## config.mk

```make
export PLATFORM = sky130hd
export DESIGN_NAME = conv_kxk_stream
export DESIGN_NICKNAME = d
export VERILOG_FILES = /design/src/rtl/conv_kxk_stream.sv
export SDC_FILE = /design/constraint.sdc
export NUM_CORES = 1
export LEC_CHECK = 0
export BUFFER_PORTS_ARGS = -buffer_cell sky130_fd_sc_hd__buf_4
export CORE_MARGIN = 2
export CORE_UTILIZATION = 60
export CTS_BUF_LIST = sky130_fd_sc_hd__clkbuf_8
export CTS_CLUSTER_DIAMETER = 100
export DETAILED_ROUTE_END_ITERATION = 16
export PLACE_DENSITY = 0.87
export SYNTH_ARGS = -nofsm -noshare
export SYNTH_HDL_FRONTEND = slang
export SYNTH_SLANG_ARGS = --single-unit
```

## constraint.sdc

```tcl
create_clock -name clk_i -period 23.2 [get_ports clk_i]
set_clock_uncertainty 0.1 [all_clocks]
set_input_delay 0 -clock clk_i [delete_from_list [all_inputs] [get_ports clk_i]]
set_output_delay 0 -clock clk_i [all_outputs]
set_load 0.02 [all_outputs]
```

## src/rtl/conv_kxk_stream.sv

```systemverilog
// KxK valid convolution over an NxN map. Kernel and map arrive on
// valid/ready streams and are buffered locally. One signed MAC is done per
// cycle, and each result leaves on a backpressured stream after optional
// ReLU and saturation.
module conv_kxk_stream #(
   parameter int DW = 8,
   parameter int K  = 3,
   parameter int N  = 4,
   parameter int AW = 2*DW + $clog2(K*K)
) (
   input  logic          clk_i,
   input  logic          rst_ni,
   input  logic          start_i,
   input  logic          reuse_w_i,
   input  logic          relu_en_i,
   input  logic          sat_en_i,
   input  logic          abort_i,
   input  logic          w_valid_i,
   output logic          w_ready_o,
   input  logic [DW-1:0] w_data_i,
   input  logic          in_valid_i,
   output logic          in_ready_o,
   input  logic [DW-1:0] in_data_i,
   output logic          out_valid_o,
   input  logic          out_ready_i,
   output logic [AW-1:0] out_data_o,
   output logic          out_last_o,
   output logic          busy_o,
   output logic          done_o
);

   localparam int KK  = K*K;
   localparam int NN  = N*N;
   localparam int P   = N-K+1;
   localparam int PW2 = 2*DW;
   localparam int IW  = (NN > 1) ? $clog2(NN) : 1;
   localparam int WAW = (KK > 1) ? $clog2(KK) : 1;
   localparam int KW  = (K > 1)  ? $clog2(K)  : 1;
   localparam int PW  = (P > 1)  ? $clog2(P)  : 1;

   localparam logic [KW-1:0] K_LAST  = KW'(K-1);
   localparam logic [PW-1:0] P_LAST  = PW'(P-1);
   localparam logic [IW-1:0] KK_LAST = IW'(KK-1);
   localparam logic [IW-1:0] NN_LAST = IW'(NN-1);
   localparam logic signed [AW-1:0] SMAX = AW'((1 << (DW-1)) - 1);
   localparam logic signed [AW-1:0] SMIN = AW'(-(1 << (DW-1)));

   typedef enum logic [2:0] {
      S_IDLE, S_LOAD_W, S_LOAD_X, S_COMPUTE, S_OUTPUT, S_DONE
   } state_e;

   state_e state_q;
   logic [IW-1:0] idx_q;
   logic [PW-1:0] r_q, c_q;
   logic [KW-1:0] kr_q, kc_q;
   logic signed [AW-1:0] acc_q;
   logic relu_q, sat_q;
   logic w_ready_q, in_ready_q, out_valid_q, out_last_q, busy_q, done_q;

   logic [DW-1:0] w_mem_q [KK];
   logic [DW-1:0] x_mem_q [NN];

   logic w_we, x_we;
   logic [IW-1:0] xa;
   logic [WAW-1:0] wa;
   logic signed [PW2-1:0] prod;
   logic signed [AW-1:0] prod_ext, relu_v, post_v;

   // Buffer writes; an abort in the same cycle discards the beat.
   assign w_we = (state_q == S_LOAD_W) & w_valid_i & ~abort_i;
   assign x_we = (state_q == S_LOAD_X) & in_valid_i & ~abort_i;

   // Kernel store: survives abort and reuse, cleared only by reset
   always_ff @(posedge clk_i or negedge rst_ni) begin
      if (!rst_ni) begin
         for (int i = 0; i < KK; i++) w_mem_q[i] <= '0;
      end else if (w_we) begin
         w_mem_q[idx_q[WAW-1:0]] <= w_data_i;
      end
   end

   // Map store
   always_ff @(posedge clk_i or negedge rst_ni) begin
      if (!rst_ni) begin
         for (int i = 0; i < NN; i++) x_mem_q[i] <= '0;
      end else if (x_we) begin
         x_mem_q[idx_q] <= in_data_i;
      end
   end

   // Window addressing and the full-precision signed product
   always_comb begin
      xa       = IW'((int'(r_q) + int'(kr_q)) * N + int'(c_q) + int'(kc_q));
      wa       = WAW'(int'(kr_q) * K + int'(kc_q));
      prod     = PW2'($signed(x_mem_q[xa])) * PW2'($signed(w_mem_q[wa]));
      prod_ext = AW'(prod);
   end

   // Post-processing: ReLU first, then clamp to the DW range
   always_comb begin
      relu_v = (relu_q && acc_q[AW-1]) ? '0 : acc_q;
      post_v = relu_v;
      if (sat_q) begin
         if (relu_v > SMAX)      post_v = SMAX;
         else if (relu_v < SMIN) post_v = SMIN;
      end
   end

   // Control FSM with counters, accumulator and registered handshakes
   always_ff @(posedge clk_i or negedge rst_ni) begin
      if (!rst_ni) begin
         state_q     <= S_IDLE;
         idx_q       <= '0;
         r_q         <= '0;
         c_q         <= '0;
         kr_q        <= '0;
         kc_q        <= '0;
         acc_q       <= '0;
         relu_q      <= 1'b0;
         sat_q       <= 1'b0;
         w_ready_q   <= 1'b0;
         in_ready_q  <= 1'b0;
         out_valid_q <= 1'b0;
         out_last_q  <= 1'b0;
         busy_q      <= 1'b0;
         done_q      <= 1'b0;
      end else if (abort_i) begin
         state_q     <= S_IDLE;
         idx_q       <= '0;
         r_q         <= '0;
         c_q         <= '0;
         kr_q        <= '0;
         kc_q        <= '0;
         w_ready_q   <= 1'b0;
         in_ready_q  <= 1'b0;
         out_valid_q <= 1'b0;
         out_last_q  <= 1'b0;
         busy_q      <= 1'b0;
         done_q      <= 1'b0;
      end else begin
         done_q <= 1'b0;
         case (state_q)
            S_IDLE: begin
               if (start_i) begin
                  relu_q <= relu_en_i;
                  sat_q  <= sat_en_i;
                  busy_q <= 1'b1;
                  idx_q  <= '0;
                  if (reuse_w_i) begin
                     state_q    <= S_LOAD_X;
                     in_ready_q <= 1'b1;
                  end else begin
                     state_q   <= S_LOAD_W;
                     w_ready_q <= 1'b1;
                  end
               end
            end
            S_LOAD_W: begin
               if (w_valid_i) begin
                  if (idx_q == KK_LAST) begin
                     idx_q      <= '0;
                     w_ready_q  <= 1'b0;
                     in_ready_q <= 1'b1;
                     state_q    <= S_LOAD_X;
                  end else begin
                     idx_q <= idx_q + 1'b1;
                  end
               end
            end
            S_LOAD_X: begin
               if (in_valid_i) begin
                  if (idx_q == NN_LAST) begin
                     idx_q      <= '0;
                     in_ready_q <= 1'b0;
                     r_q        <= '0;
                     c_q        <= '0;
                     kr_q       <= '0;
                     kc_q       <= '0;
                     state_q    <= S_COMPUTE;
                  end else begin
                     idx_q <= idx_q + 1'b1;
                  end
               end
            end
            S_COMPUTE: begin
               // first tap overwrites so no stale sum leaks between outputs
               acc_q <= (kr_q == '0 && kc_q == '0) ? prod_ext : acc_q + prod_ext;
               if (kc_q == K_LAST) begin
                  kc_q <= '0;
                  if (kr_q == K_LAST) begin
                     kr_q        <= '0;
                     out_valid_q <= 1'b1;
                     out_last_q  <= (r_q == P_LAST) && (c_q == P_LAST);
                     state_q     <= S_OUTPUT;
                  end else begin
                     kr_q <= kr_q + 1'b1;
                  end
               end else begin
                  kc_q <= kc_q + 1'b1;
               end
            end
            S_OUTPUT: begin
               if (out_ready_i) begin
                  out_valid_q <= 1'b0;
                  out_last_q  <= 1'b0;
                  if (out_last_q) begin
                     done_q  <= 1'b1;
                     state_q <= S_DONE;
                  end else begin
                     if (c_q == P_LAST) begin
                        c_q <= '0;
                        r_q <= r_q + 1'b1;
                     end else begin
                        c_q <= c_q + 1'b1;
                     end
                     state_q <= S_COMPUTE;
                  end
               end
            end
            S_DONE: begin
               busy_q  <= 1'b0;
               state_q <= S_IDLE;
            end
            default: state_q <= S_IDLE;
         endcase
      end
   end

   assign w_ready_o   = w_ready_q;
   assign in_ready_o  = in_ready_q;
   assign out_valid_o = out_valid_q;
   assign out_last_o  = out_last_q;
   assign out_data_o  = post_v;
   assign busy_o      = busy_q;
   assign done_o      = done_q;

endmodule

```

==> results.yml <==
critical_path:
  cp-start-kind: "flip-flop"
  critPathRequiredTime_ns: 23.52
  cp-startpoint: "kr_q[0]"
  cp_slowest_cell: "fa_1"
  r2r_start: "kr_q[0]"
  cp.arrival_ns: 10.37
  crit_fanout: 16
  max_stage_delay_ns: 1.06
  critPathKind: "reg -> reg"
  crit_path_frequent_cell: "fa_1"
  crit_path_end_kind: "flip-flop"
place:
  io_buffer_count: 51
  gp_congestion: 0.9306
  placed_cells: 1667
  hpwlAfterDp_um: 23500
floorplan:
  start_util_pct: 60.47
  die_w_um: 162.6
  rows: 58
  ios: 52
  die_area_sq_mm: 0.02644
  die_h_um: 162.6
  core_sq_mm: 0.02496
logic_synthesis:
  ys_seq_area_share_pct: 39.95
  synth_area_leaders: "dfrtp_1 40%, mux2_2 15%, fa_1 7.8%"
  synthesis.nets: 1481
  synth_top_area_cell: "dfrtp_1"
  ys_seq_elements: 241
  synth_ff_type: "dfrtp_1"
  synthTopCellsByCount: "241 x dfrtp_1, 201 x mux2_2, 109 x nor2_1"
  syn_avg_cell_area_sq_um: 11.33
  ys_warn_count: 0
  synth_edf_count: 0
  synth_most_common_cell: "dfrtp_1"
  synthCells: 1332
  synth_top_area_share_pct: 39.95
  synth_cell_types: 67
  syn_area_sq_mm: 0.01510
  async_reset_ff_share_pct: 100.0
sta:
  slew_violations: 0
  rsz0062_at_grt: "false"
  min_period_ns: 10.06
  hold_viol: 4
  max-slew-margin-rel_pct: 28.74
  whs_ns: -0.01826
  tns_ns: 0
  tightest_slew_ns: 1.069
  fin_crit_sh_pct: 43.34
  setup_viol: 0
  fmax_mhz: 99.45
global_route:
  grtUsageMet3_pct: 4.787
  grtUsageTotal_pct: 27.73
  top_usage_layer: "met2"
  grt_max_degree: 107
  grtUsageMet2_pct: 47.18
  overflow: 0
  antenna_found_initial: 0
  grt_util_met1_pct: 36.34
  grt_pass1_vias: 11470
  grt_pass1_wl_um: 58170
final_layout:
  fill_cells: 1795
  antenna_cells: 0
  fin_cells: 1760
  drive_above_1_share_pct: 26.85
  nNetsFinal: 1556
  final_util_pct: 67.14
  syn_to_final_growth_pct: 11.03
detailed_routing:
  wirelength_um: 34960
  routedWlPerCell_um: 19.87
  dr.pass1.iters: 6
  via_per_inst: 6.130
  drt_iter0_drc: 1102
  route.detailed.drc: 0
  postRouteAntennaNets: 0
  vias: 10790
cts:
  cts_buffer_depth: 3
  cts_root_buf: "clkbuf_8"
  clk_pin_slew_ns: 0.06
  clk_latency_ns: 0.56
  cts_made_buffers: 40
  cts_tree: "done"
  cts_resized: 0
  cts_num_sinks: 241
  htreeDepth: 2
outcome:
  violations: "negative hold slack"
  status: "finished, violations left"
flow_run:
  maxCapViolCount: 0
hold_path:
  hp-class: "in -> async"
==> worst paths after layout <==
| check | to | cells past startpoint | slack (ns) |
|---|---|---|---|
| max reg2reg | acc_q[19] | 29 | 13.14 |
| max in group asynchronous | x_mem_q[74] | 3 | 21.48 |
| min reg2reg | w_mem_q[57] | 1 | 0.40 |
| max | acc_q[19] | 29 | 13.14 |
| min in group clk_i | w_mem_q[10] | 3 | 0.19 |
| min | w_mem_q[65] | 2 | -0.02 |
==> timing repair <==
item / in CTS / in global routing
buffers inserted: 0 / 0
hold buffers: 28 / 0
hold endpoints to repair: 321 / 0
endpoints found under the setup margin: 0 / 0
==> state kept, by name (all words and copies together) (netlist names) <==
name / cells
acc_q: 20
busy_o: 1
c_q: 1
done_o: 1
idx_q: 4
in_ready_o: 1
kc_q: 2
kr_q: 2
out_last_o: 1
out_valid_o: 1
r_q: 1
relu_q: 1
sat_q: 1
state_q: 3
w_mem_q: 72
w_ready_o: 1
x_mem_q: 128
==> layout by cell type, fill, tap and decap left out, drive strengths merged, types with 10 or more instances in the layout <==
| master | count |
|---|---|
| dfrtp | 241 |
| mux2 | 205 |
| inv | 112 |
| nand2 | 111 |
| nor2 | 110 |
| ha | 64 |
| a21oi | 63 |
| fa | 59 |
| buf | 58 |
| clkbuf | 49 |
| mux4 | 49 |
| o21ai | 46 |
| nand3 | 34 |
| dlygate4sd3 | 28 |
| a21o | 23 |
| xnor2 | 20 |
| nand2b | 15 |
| a31oi | 11 |
| xor2 | 11 |
| mux2i | 10 |
| nor2b | 10 |
==> cell families after synthesis <==
| logic type | synth area share, % |
|---|---|
| muxes | 23.29 |
| buffers and inverters | 3.970 |
| xor gates and xnor gates | 1.799 |
| adders and majority gates | 13.13 |
| DFF | 39.95 |
| and+or+nand+nor | 10.42 |
| AOI/OAI and AO/OA | 7.443 |
==> through the flow <==
stage / worst slack (ns) / area, sq um
final: 13.14 / 16760
after global routing: 12.66 / 16760
after CTS: 13.31 / 16760
after detailed placement: 13.48 / 15730
after global placement: 13.76 / 15730
after floorplan: 14.24 / 15100
==> metal layers <==
layer / wire, um / vias up
li1: - / 4817
met1: 14300 / 5470
met2: 17660 / 404
met3: 2032 / 97
met4: 973 / 0
met5: 0 / -
==> critical path: cells and delay by family (launching register included) <==
family,cells,cell delay (ns)
adders and majority gates,9,4.88
AOI/OAI and AO/OA,9,2.02
muxes,3,1.07
buffers and inverters,4,0.31
xor gates and xnor gates,1,0.71
DFF,1,0.47
and+or+nand+nor,3,0.33
==> cell type report <==
cell class,count,area (sq um),share of cell area (%)
repair buffers,86,723.2,4.315
well taps,330,412.9,2.463
clock inverters,16,76.32,0.4554
multi-input cells,938,8468,50.52
inverters,100,375.4,2.239
flip-flops and latches,241,6031,35.98
clock buffers,49,674.4,4.024
Power is not shown: default switching activity piles up to over one toggle a cycle in this logic, so the estimate is an artifact.
